===== config.mk =====
export PLATFORM = sky130hd
export DESIGN_NAME = sdram_arbit_flat
export DESIGN_NICKNAME = d
export VERILOG_FILES = /design/src/rtl/sdram_arbit_pkg.sv /design/src/rtl/sdram_arbit_if.sv /design/src/rtl/sdram_arbit_ref_timer.sv /design/src/rtl/sdram_arbit.sv /design/src/flat_wrapper.sv
export SDC_FILE = /design/constraint.sdc
export NUM_CORES = 1
export LEC_CHECK = 0
export BUFFER_PORTS_ARGS = -buffer_cell sky130_fd_sc_hd__buf_2
export CAP_MARGIN = 20
export CORE_ASPECT_RATIO = 0.8
export CORE_MARGIN = 2
export CORE_UTILIZATION = 40
export DETAILED_ROUTE_END_ITERATION = 8
export PLACE_DENSITY = 0.91
export SKIP_CTS_REPAIR_TIMING = 1
export SYNTH_ARGS = -nofsm -noshare
export SYNTH_HDL_FRONTEND = slang
export SYNTH_SLANG_ARGS = --single-unit

===== constraint.sdc =====
create_clock -name clk_i -period 2.4 [get_ports clk_i]
set_input_delay 0.48 -clock clk_i [delete_from_list [all_inputs] [get_ports clk_i]]
set_output_delay 0.48 -clock clk_i [all_outputs]
set_load 0.01 [all_outputs]

===== src/rtl/sdram_arbit_pkg.sv =====
// Shared definitions for the SDRAM bus arbiter: SDRAM command encodings,
// arbiter state encoding and the last-grant marker.
package sdram_arbit_pkg;

  localparam int REF_PERIOD_DEF = 780;
  localparam int REF_CNT_W_DEF  = 10;
  localparam int ADDR_W_DEF     = 12;
  localparam int BANK_W_DEF     = 2;

  // {CS,RAS,CAS,WE}
  localparam logic [3:0] CMD_NOP  = 4'b0111;
  localparam logic [3:0] CMD_PRE  = 4'b0010;
  localparam logic [3:0] CMD_ACT  = 4'b0011;
  localparam logic [3:0] CMD_AREF = 4'b0001;
  localparam logic [3:0] CMD_WR   = 4'b0100;
  localparam logic [3:0] CMD_RD   = 4'b0101;
  localparam logic [3:0] CMD_MRS  = 4'b0000;

  typedef enum logic [4:0] {
    S_INIT  = 5'b00001,
    S_ARBIT = 5'b00010,
    S_AREF  = 5'b00100,
    S_WR    = 5'b01000,
    S_RD    = 5'b10000
  } arb_state_e;

  typedef enum logic {
    GNT_WR = 1'b0,
    GNT_RD = 1'b1
  } grant_e;

endpackage


===== src/rtl/sdram_arbit_if.sv =====
// Engine-side bundle of the SDRAM arbiter: per-engine command paths,
// request/grant/end handshakes and the shared SDRAM pin outputs.
interface sdram_arbit_if #(
  parameter int ADDR_W = 12,
  parameter int BANK_W = 2
);
  logic [3:0]        init_cmd;
  logic [ADDR_W-1:0] init_addr;
  logic              flag_init_end;

  logic              ref_en;
  logic              ref_req;
  logic [3:0]        ref_cmd;
  logic [ADDR_W-1:0] ref_addr;
  logic              flag_ref_end;

  logic              wr_req;
  logic              wr_en;
  logic              flag_wr_end;
  logic [3:0]        wr_cmd;
  logic [ADDR_W-1:0] wr_addr;
  logic [BANK_W-1:0] wr_bank;

  logic              rd_req;
  logic              rd_en;
  logic              flag_rd_end;
  logic [3:0]        rd_cmd;
  logic [ADDR_W-1:0] rd_addr;
  logic [BANK_W-1:0] rd_bank;

  logic [3:0]        sdram_cmd;
  logic [ADDR_W-1:0] sdram_addr;
  logic [BANK_W-1:0] sdram_bank;
  logic              ref_overrun;

  // Arbiter side
  modport slave (
    input  init_cmd, init_addr, flag_init_end,
    input  ref_cmd, ref_addr, flag_ref_end,
    input  wr_req, flag_wr_end, wr_cmd, wr_addr, wr_bank,
    input  rd_req, flag_rd_end, rd_cmd, rd_addr, rd_bank,
    output ref_en, ref_req, wr_en, rd_en,
    output sdram_cmd, sdram_addr, sdram_bank, ref_overrun
  );

  // Engine / pin side
  modport master (
    output init_cmd, init_addr, flag_init_end,
    output ref_cmd, ref_addr, flag_ref_end,
    output wr_req, flag_wr_end, wr_cmd, wr_addr, wr_bank,
    output rd_req, flag_rd_end, rd_cmd, rd_addr, rd_bank,
    input  ref_en, ref_req, wr_en, rd_en,
    input  sdram_cmd, sdram_addr, sdram_bank, ref_overrun
  );
endinterface


===== src/rtl/sdram_arbit_ref_timer.sv =====
// Refresh interval timer: free-runs once started, raises ref_req every
// REF_PERIOD clocks and flags an overrun if the previous request is still open.
module sdram_arbit_ref_timer #(
  parameter int REF_PERIOD = 780,
  parameter int REF_CNT_W  = 10
) (
  input  logic clk_i,
  input  logic rst_ni,
  input  logic start_i,
  input  logic clr_i,
  output logic ref_req_o,
  output logic overrun_o
);

  localparam logic [REF_CNT_W-1:0] CntLast = REF_CNT_W'(REF_PERIOD - 1);

  logic                 run_q, run_d;
  logic [REF_CNT_W-1:0] cnt_q, cnt_d;
  logic                 ref_req_q, ref_req_d;
  logic                 overrun_q, overrun_d;
  logic                 wrap;

  always_comb begin
    wrap  = run_q && (cnt_q == CntLast);
    run_d = run_q | start_i;
    cnt_d = cnt_q;
    if (run_q) cnt_d = wrap ? '0 : cnt_q + 1'b1;
    // A completing refresh beats a new request landing in the same cycle
    ref_req_d = ref_req_q;
    if (clr_i)     ref_req_d = 1'b0;
    else if (wrap) ref_req_d = 1'b1;
    overrun_d = overrun_q | (wrap & ref_req_q);
  end

  always_ff @(posedge clk_i) begin
    if (!rst_ni) begin
      run_q     <= 1'b0;
      cnt_q     <= '0;
      ref_req_q <= 1'b0;
      overrun_q <= 1'b0;
    end else begin
      run_q     <= run_d;
      cnt_q     <= cnt_d;
      ref_req_q <= ref_req_d;
      overrun_q <= overrun_d;
    end
  end

  assign ref_req_o = ref_req_q;
  assign overrun_o = overrun_q;

endmodule


===== src/rtl/sdram_arbit.sv =====
// Central scheduler for the single SDRAM command/address bus: init, then
// refresh/write/read sharing with round-robin between write and read.
//
// state   | meaning
// S_INIT  | power-up sequence owns the bus
// S_ARBIT | bus idle (NOP), pick next owner
// S_AREF  | refresh engine owns the bus
// S_WR    | write engine owns the bus
// S_RD    | read engine owns the bus
module sdram_arbit
  import sdram_arbit_pkg::*;
#(
  parameter int REF_PERIOD = REF_PERIOD_DEF,
  parameter int REF_CNT_W  = REF_CNT_W_DEF
) (
  input logic          clk_i,
  input logic          rst_ni,
  sdram_arbit_if.slave bus
);

  arb_state_e state_q;
  grant_e     last_q;
  logic       ref_req;
  logic       timer_start;
  logic       timer_clr;

  assign timer_start = (state_q == S_INIT) && bus.flag_init_end;
  assign timer_clr   = (state_q == S_AREF) && bus.flag_ref_end;

  sdram_arbit_ref_timer #(
    .REF_PERIOD (REF_PERIOD),
    .REF_CNT_W  (REF_CNT_W)
  ) u_ref_timer (
    .clk_i     (clk_i),
    .rst_ni    (rst_ni),
    .start_i   (timer_start),
    .clr_i     (timer_clr),
    .ref_req_o (ref_req),
    .overrun_o (bus.ref_overrun)
  );

  always_ff @(posedge clk_i) begin
    if (!rst_ni) begin
      state_q <= S_INIT;
      last_q  <= GNT_RD;
    end else begin
      unique case (state_q)
        S_INIT:  if (bus.flag_init_end) state_q <= S_ARBIT;
        S_ARBIT: begin
          if (ref_req)                        state_q <= S_AREF;
          else if (bus.wr_req && bus.rd_req)  state_q <= (last_q == GNT_RD) ? S_WR : S_RD;
          else if (bus.wr_req)                state_q <= S_WR;
          else if (bus.rd_req)                state_q <= S_RD;
        end
        S_AREF:  if (bus.flag_ref_end) state_q <= S_ARBIT;
        S_WR: begin
          if (bus.flag_wr_end) begin
            state_q <= S_ARBIT;
            last_q  <= GNT_WR;
          end
        end
        S_RD: begin
          if (bus.flag_rd_end) begin
            state_q <= S_ARBIT;
            last_q  <= GNT_RD;
          end
        end
        default: state_q <= S_INIT;
      endcase
    end
  end

  assign bus.ref_req = ref_req;
  assign bus.ref_en  = (state_q == S_AREF);
  assign bus.wr_en   = (state_q == S_WR);
  assign bus.rd_en   = (state_q == S_RD);

  // S_ARBIT always drives NOP, giving a turnaround cycle between owners
  always_comb begin
    bus.sdram_cmd  = CMD_NOP;
    bus.sdram_addr = '0;
    bus.sdram_bank = '0;
    unique case (state_q)
      S_INIT: begin
        bus.sdram_cmd  = bus.init_cmd;
        bus.sdram_addr = bus.init_addr;
      end
      S_AREF: begin
        bus.sdram_cmd  = bus.ref_cmd;
        bus.sdram_addr = bus.ref_addr;
      end
      S_WR: begin
        bus.sdram_cmd  = bus.wr_cmd;
        bus.sdram_addr = bus.wr_addr;
        bus.sdram_bank = bus.wr_bank;
      end
      S_RD: begin
        bus.sdram_cmd  = bus.rd_cmd;
        bus.sdram_addr = bus.rd_addr;
        bus.sdram_bank = bus.rd_bank;
      end
      default: ;
    endcase
  end

endmodule


===== src/flat_wrapper.sv =====
// flat-port wrapper written by rule: the top's interface ports become plain ports
module sdram_arbit_flat import sdram_arbit_pkg::*;
#(
  parameter int REF_PERIOD = REF_PERIOD_DEF,
  parameter int REF_CNT_W  = REF_CNT_W_DEF
)
  (clk_i, rst_ni, bus_init_cmd, bus_init_addr, bus_flag_init_end, bus_ref_cmd, bus_ref_addr, bus_flag_ref_end, bus_wr_req, bus_flag_wr_end, bus_wr_cmd, bus_wr_addr, bus_wr_bank, bus_rd_req, bus_flag_rd_end, bus_rd_cmd, bus_rd_addr, bus_rd_bank, bus_ref_en, bus_ref_req, bus_wr_en, bus_rd_en, bus_sdram_cmd, bus_sdram_addr, bus_sdram_bank, bus_ref_overrun);
  sdram_arbit_if #(.ADDR_W((12)), .BANK_W((2))) bus_i ();
  input logic clk_i;
  input logic rst_ni;
  input wire logic [$bits(bus_i.init_cmd)-1:0] bus_init_cmd;
  input wire logic [$bits(bus_i.init_addr)-1:0] bus_init_addr;
  input wire logic [$bits(bus_i.flag_init_end)-1:0] bus_flag_init_end;
  input wire logic [$bits(bus_i.ref_cmd)-1:0] bus_ref_cmd;
  input wire logic [$bits(bus_i.ref_addr)-1:0] bus_ref_addr;
  input wire logic [$bits(bus_i.flag_ref_end)-1:0] bus_flag_ref_end;
  input wire logic [$bits(bus_i.wr_req)-1:0] bus_wr_req;
  input wire logic [$bits(bus_i.flag_wr_end)-1:0] bus_flag_wr_end;
  input wire logic [$bits(bus_i.wr_cmd)-1:0] bus_wr_cmd;
  input wire logic [$bits(bus_i.wr_addr)-1:0] bus_wr_addr;
  input wire logic [$bits(bus_i.wr_bank)-1:0] bus_wr_bank;
  input wire logic [$bits(bus_i.rd_req)-1:0] bus_rd_req;
  input wire logic [$bits(bus_i.flag_rd_end)-1:0] bus_flag_rd_end;
  input wire logic [$bits(bus_i.rd_cmd)-1:0] bus_rd_cmd;
  input wire logic [$bits(bus_i.rd_addr)-1:0] bus_rd_addr;
  input wire logic [$bits(bus_i.rd_bank)-1:0] bus_rd_bank;
  output wire logic [$bits(bus_i.ref_en)-1:0] bus_ref_en;
  output wire logic [$bits(bus_i.ref_req)-1:0] bus_ref_req;
  output wire logic [$bits(bus_i.wr_en)-1:0] bus_wr_en;
  output wire logic [$bits(bus_i.rd_en)-1:0] bus_rd_en;
  output wire logic [$bits(bus_i.sdram_cmd)-1:0] bus_sdram_cmd;
  output wire logic [$bits(bus_i.sdram_addr)-1:0] bus_sdram_addr;
  output wire logic [$bits(bus_i.sdram_bank)-1:0] bus_sdram_bank;
  output wire logic [$bits(bus_i.ref_overrun)-1:0] bus_ref_overrun;
  assign bus_i.init_cmd = bus_init_cmd;
  assign bus_i.init_addr = bus_init_addr;
  assign bus_i.flag_init_end = bus_flag_init_end;
  assign bus_i.ref_cmd = bus_ref_cmd;
  assign bus_i.ref_addr = bus_ref_addr;
  assign bus_i.flag_ref_end = bus_flag_ref_end;
  assign bus_i.wr_req = bus_wr_req;
  assign bus_i.flag_wr_end = bus_flag_wr_end;
  assign bus_i.wr_cmd = bus_wr_cmd;
  assign bus_i.wr_addr = bus_wr_addr;
  assign bus_i.wr_bank = bus_wr_bank;
  assign bus_i.rd_req = bus_rd_req;
  assign bus_i.flag_rd_end = bus_flag_rd_end;
  assign bus_i.rd_cmd = bus_rd_cmd;
  assign bus_i.rd_addr = bus_rd_addr;
  assign bus_i.rd_bank = bus_rd_bank;
  assign bus_ref_en = bus_i.ref_en;
  assign bus_ref_req = bus_i.ref_req;
  assign bus_wr_en = bus_i.wr_en;
  assign bus_rd_en = bus_i.rd_en;
  assign bus_sdram_cmd = bus_i.sdram_cmd;
  assign bus_sdram_addr = bus_i.sdram_addr;
  assign bus_sdram_bank = bus_i.sdram_bank;
  assign bus_ref_overrun = bus_i.ref_overrun;
  sdram_arbit #(.REF_PERIOD(REF_PERIOD), .REF_CNT_W(REF_CNT_W)) u_core (.clk_i(clk_i), .rst_ni(rst_ni), .bus(bus_i));
endmodule

==> results.json, run 1 <==
{
  "detail_route.iter0.violations": 66,
  "netlist_top_cells_count": "a22oi_1 (32), dfxtp_1 (19), nand2_1 (18)",
  "synth_cells": 159,
  "grt_pass1_vias": 1456,
  "yosys.area.top_type_share_pct": 28.4,
  "yosysSeqAreaShare_pct": 28.4,
  "wl_per_cell_um": 15.6,
  "async_flop_share_pct": 0,
  "gp_congestion": 0.811,
  "period_share_pct": 101,
  "cts_tree": "done",
  "die_h_um": 55.7,
  "synth-seq-cells": 19,
  "seqCellArea_um2": 389,
  "max_cap_viol_count": 0,
  "timing.rr.end": "u_core.state_q[1]",
  "p_per_area_nw_per_um2": 561,
  "internal_power_mw": 0.717,
  "hpwl_mm": 3.46,
  "arrival_ns": 1.94,
  "worstSetupPathType": "reg2out",
  "p_switching_mw": 0.416,
  "io_pins": 99,
  "rr_startpoint": "u_core.state_q[3]",
  "fill_cells": 255,
  "crit_start": "u_core.state_q[0]",
  "critPathCapture": "bus_sdram_addr[10]",
  "holdPathStages": 3,
  "fin_tns_setup_ns": -0.0174,
  "synth.most_common_cell": "a22oi_1",
  "r2r_setup_slack_ns": 0.58,
  "rows": 18,
  "fmax_mhz": 414,
  "synthMuxAreaShare_pct": 0.748,
  "drv_slew": 0,
  "synth-compound-area-share_pct": 27.9,
  "ys_warn_count": 0,
  "cts-root-buf": "clkbuf_8",
  "critPathRequiredTime_ns": 1.92,
  "layout_setup_ws_ns": -0.0174,
  "p_leak_nw": 0.997,
  "core_um2": 3130,
  "ant_nets": 0,
  "p_clk_share_pct": 19.8,
  "grt_max_degree": 21,
  "grtUsageTotal_pct": 22.5,
  "yosys.area.top_type": "dfxtp_1",
  "hold_viol_final": 0,
  "holdWs_ns": 0.513,
  "setup_viol": 1,
  "clk_pin_slew_ns": 0.07,
  "slew_headroom_pct": 63.8,
  "clock_latency_ns": 0.26,
  "synthFlopType": "dfxtp_1",
  "antenna_found_initial": 0,
  "period_needed_ns": 2.42,
  "swShare_pct": 36.7,
  "violations": "negative setup slack",
  "multi_input_area_um2": 917,
  "path_max_fanout": 12,
  "htreeDepth": 1,
  "syn_to_final_growth_pct": 51.0,
  "vias_per_cell": 5.50,
  "clockBufferDepth": 2,
  "synth_edf_count": 0,
  "final_util_pct": 64.5,
  "netlist_area_um2": 1340,
  "cts.sinks": 19,
  "comb_power_share_pct": 47.1,
  "die_w_um": 68.7,
  "initial_utilization_pct": 42.7,
  "die_area_um2": 3830,
  "synth_fa_ha_area_share_pct": 0.935,
  "hold_class": "in2reg",
  "status": "finished, violations left",
  "power_frac_seq_pct": 33.1,
  "ir_drop_mv": 0.423,
  "worst_slew_pin_slew_ns": 0.541,
  "synth.area.top_cells": "dfxtp_1 (28%), a22oi_1 (18%), xor2_1 (5.2%)",
  "io_buffers": 98,
  "nNetsFinal": 345,
  "drtPass1Iterations": 5,
  "syn_nets": 236,
  "n_antenna_cell": 0,
  "grt_remaining_overflow": 0,
  "num_vias": 1687,
  "endpoint_kind": "primary output",
  "syn_area_per_cell_um2": 8.41,
  "drive_gt1_share_pct": 48.3,
  "drc": 0,
  "synth_top_family_by_area": "simple AND/OR/NAND/NOR gates",
  "r2r_cells": 6,
  "wirelength_mm": 4.80,
  "synthSimpleGateAreaFrac_pct": 32.8,
  "synth_cell_types": 41,
  "grt_pass1_wl_mm": 6.71,
  "cp-start-kind": "flip-flop",
  "skew_ns": 0.00423,
  "synth-xor-area-share_pct": 5.24,
  "cts_buffers": 3
}
## flip-flops by register name, summed over array words and instances (netlist names)
signal,cells
u_core.u_ref_timer.cnt_q,10
u_core.u_ref_timer.ref_req_o,1
u_core.last_q,1
u_core.u_ref_timer.overrun_o,1
u_core.u_ref_timer.run_q,1
u_core.state_q,5
## worst max-delay path, stage by stage (launching register included)
cell	delay [ns]
dfxtp_1	0.39
or3_4	0.45
nor3b_4	0.26
buf_4	0.23
a22oi_1	0.11
nand2_1	0.10
buf_2	0.13
## how the worst min path moves through the flow
| stage | slack (ns) | end | start |
|---|---|---|---|
| detailed placement | 0.48 | u_core.u_ref_timer.cnt_q[1] | u_core.u_ref_timer.cnt_q[1] |
| floorplan | 0.47 | u_core.u_ref_timer.cnt_q[1] | u_core.u_ref_timer.cnt_q[1] |
| global route | 0.53 | u_core.state_q[4] | u_core.state_q[4] |
| CTS | 0.50 | u_core.u_ref_timer.cnt_q[1] | u_core.u_ref_timer.cnt_q[1] |
| finish | 0.51 | u_core.last_q | bus_flag_rd_end |
| global placement | 0.48 | u_core.u_ref_timer.cnt_q[1] | u_core.u_ref_timer.cnt_q[1] |
## cell families after synthesis
group,Yosys count
AOI/OAI and AO/OA,50
xor gates and xnor gates,8
adders and majority gates,1
buffers and inverters,10
DFF,19
muxes,1
and+or+nand+nor,70
## layer usage
metal  share of wire (%)  vias up  GRT usage (%)
met4                 2.4        0           7.14
met1                  40      769           29.0
met3                 5.9       14           4.05
met5                   0        -              0
met2                  52       79           37.1
li1                    -      825              -
## metrics by stage
step,setup WS [ns],power (mW),area (µm²),std cells
2_1_floorplan,0.399,0.660,1340,159
3_3_place_gp,0.301,0.853,1880,295
3_5_place_dp,0.236,0.863,1880,295
4_1_cts,-0.0565,1.08,1930,299
5_1_grt,-0.0714,1.20,2020,307
6_report,-0.0174,1.13,2020,307
## power groups by stage
stage               sequential, mW  combinational (mW)  clock (mW)
finish                       0.375               0.534       0.224
global route                 0.377               0.576       0.245
global placement             0.372               0.481           0
CTS                          0.367               0.492       0.223
floorplan                    0.361               0.298           0
detailed placement           0.373               0.489           0
## cell type report
| type | instances | share of cell area (%) |
|---|---|---|
| Sequential cell | 19 | 19.3 |
| Timing Repair Buffer | 113 | 30.4 |
| Inverter | 1 | 0.186 |
| Clock buffer | 4 | 2.23 |
| Tap cell | 40 | 2.48 |
| Multi-Input combinational cell | 130 | 45.4 |
## layout by cell type, fill, tap and decap left out, types with 3 or more instances in the layout
cell type / synthesis / final
a21oi_1: 5 / 5
buf_2: 3 / 98
nand2_1: 18 / 18
and3_1: 3 / 3
a22oi_1: 32 / 32
nor3b_1: 3 / 3
xor2_1: 8 / 8
nand3_1: 6 / 6
nand4_1: 4 / 4
nor2_1: 10 / 10
nor2b_1: 4 / 4
nand2b_1: 4 / 4
dfxtp_1: 19 / 16
buf_6: 1 / 3
nor3b_4: 2 / 3
clkbuf_8: 0 / 3
buf_4: 1 / 12
(Power assumes the default switching activity.)
==> run 2, diff against run 1 <==
clock period = 2.34 ns   (was 2.4 ns; I/O delays follow)
==> run 2 against run 1 <==
Net effect:
- the run still ends with negative setup slack left
- sequential power is 2% higher
- cell count increased by 0.33%
- clock-buffer cell count shrank 1
- sequential cell count unchanged
- core utilization grew 3.0 points
- clock skew barely moved
- die area unchanged
- critical path depth unchanged
- highest routed layer unchanged
==> results.json, run 2 (same netlist as run 1, synthesis figures left out) <==
{
  "final_common_cell": "buf_2",
  "drc": 0,
  "top_register": "u_core.u_ref_timer.cnt_q",
  "n_antenna_cell": 0,
  "fmax_mhz": 423,
  "fin_total_pwr_mw": 1.24,
  "cts.sinks": 19,
  "period_needed_ns": 2.37,
  "cts_buffers": 3,
  "syn_to_final_growth_pct": 58.0,
  "grtUsageTotal_pct": 22.0,
  "top_layer_used": "met4",
  "path_max_fanout": 7,
  "htreeDepth": 1,
  "p_leak_nw": 1.01,
  "ir_drop_mv": 0.447,
  "die_area_um2": 3830,
  "max_cap_viol_count": 0,
  "wirelength_mm": 5.04,
  "vias_per_cell": 5.67,
  "wl_met1_mm": 2.03,
  "seqCellArea_um2": 397,
  "p_switching_mw": 0.455,
  "num_vias": 1745,
  "drive_gt1_share_pct": 53.4,
  "slew_headroom_pct": 62.5,
  "hpwl_mm": 3.35,
  "clockBufferDepth": 2,
  "internal_power_mw": 0.784,
  "drv_slew": 0,
  "grt_max_degree": 23,
  "arrival_ns": 1.90,
  "drtPass1Iterations": 6,
  "timing.rr.end": "u_core.state_q[1]",
  "die_h_um": 55.7,
  "p_clk_share_pct": 18.7,
  "rr_startpoint": "u_core.state_q[3]",
  "critPathRequiredTime_ns": 1.87,
  "cts-root-buf": "clkbuf_8",
  "cp-start-kind": "flip-flop",
  "ant_nets": 0,
  "met2_length_mm": 2.65,
  "setup_viol": 2,
  "io_pins": 99,
  "multi_input_area_um2": 967,
  "clk_pin_slew_ns": 0.07,
  "rsz0062_at_grt": "true",
  "grt_pass1_wl_mm": 6.56,
  "final_cells": 308,
  "endpoint_kind": "primary output",
  "violations": "negative setup slack",
  "grt_remaining_overflow": 0,
  "grt_pass1_vias": 1453,
  "hold_start": "bus_flag_init_end",
  "detail_route.iter0.violations": 125,
  "io_buffers": 98,
  "r2r_cells": 5,
  "hold_end": "u_core.u_ref_timer.run_q",
  "largestRegisters": "u_core.u_ref_timer.cnt_q: 10 flops, u_core.state_q: 5 flops",
  "skew_ns": 0.00427,
  "status": "finished, violations left",
  "wl_per_cell_um": 16.4,
  "rows": 18,
  "initial_utilization_pct": 42.7,
  "core_um2": 3130,
  "comb_power_share_pct": 50.5,
  "r2r_setup_slack_ns": 0.50,
  "holdPathStages": 3,
  "gp_congestion": 0.884,
  "cts_tree": "done",
  "p_per_area_nw_per_um2": 587,
  "met3_length_um": 267,
  "worst_slew_pin_slew_ns": 0.562,
  "holdWs_ns": 0.505,
  "largest_register_ffs": 10,
  "layout_setup_ws_ns": -0.0268,
  "antenna_found_initial": 0,
  "die_w_um": 68.7,
  "swShare_pct": 36.7,
  "fill_cells": 258,
  "period_share_pct": 101,
  "clock_latency_ns": 0.26,
  "power_frac_seq_pct": 30.8,
  "hold_viol_final": 0,
  "place_inst": 294,
  "nNetsFinal": 346,
  "hold_class": "in2reg",
  "final_cell_mix": "buf_2 (98), a22oi_1 (22), nand2_1 (18)",
  "worstSetupPathType": "reg2out"
}
-- run 2: cell type report --
cell class	count	area share (%)
Multi-Input combinational cell	130	45.8
Timing Repair Buffer	114	30.7
Sequential cell	19	18.8
Tap cell	40	2.37
Clock buffer	3	1.95
Clock inverter	1	0.237
Inverter	1	0.178
-- run 2: worst max path at each step --
stage / from / end / slack [ns] / cells past startpoint
finish: u_core.state_q[2] / bus_sdram_cmd[0] / -0.03 / 6
global route: u_core.state_q[3] / bus_sdram_cmd[0] / -0.11 / 6
CTS: u_core.state_q[1] / bus_sdram_cmd[2] / -0.06 / 6
detailed placement: u_core.state_q[1] / bus_sdram_cmd[2] / 0.24 / 6
global placement: u_core.state_q[1] / bus_sdram_cmd[1] / 0.27 / 6
floorplan: u_core.state_q[1] / bus_sdram_cmd[0] / 0.35 / 5
-- run 2: critical path, cell delays in order, from the launching register on --
cell and delay (ns):
dfxtp_4 0.37, or3_4 0.43, nor3b_4 0.24, buf_6 0.18, or4_4 0.17, nand3_1 0.10, buf_2 0.15
-- run 2: stage by stage --
| stage | util [%] | worst slack [ns] | setup TNS [ns] | cell area (µm²) |
|---|---|---|---|---|
| 3_3_place_gp | 59.9 | 0.273 | 0 | 1870 |
| 3_5_place_dp | 59.9 | 0.238 | 0 | 1870 |
| 4_1_cts | 61.4 | -0.0597 | -0.243 | 1920 |
| 5_1_grt | 67.5 | -0.106 | -0.879 | 2110 |
| 2_1_floorplan | - | 0.351 | 0 | 1340 |
| 6_report | 67.5 | -0.0268 | -0.0423 | 2110 |
-- run 2: per-layer routing --
metal  track usage, %  vias up
met4             5.71        0
met2             36.1       70
met1             28.8      829
met3             4.45       13
li1                 -      833
met5                0        -
-- run 2: power by group through the flow --
stage                     clock [mW]  sequential, mW  combinational [mW]
after global placement             0           0.382               0.479
after global routing           0.253           0.384               0.673
final                          0.232           0.381               0.626
after CTS                      0.240           0.377               0.487
after detailed placement           0           0.384               0.485
after floorplan                    0           0.371               0.306
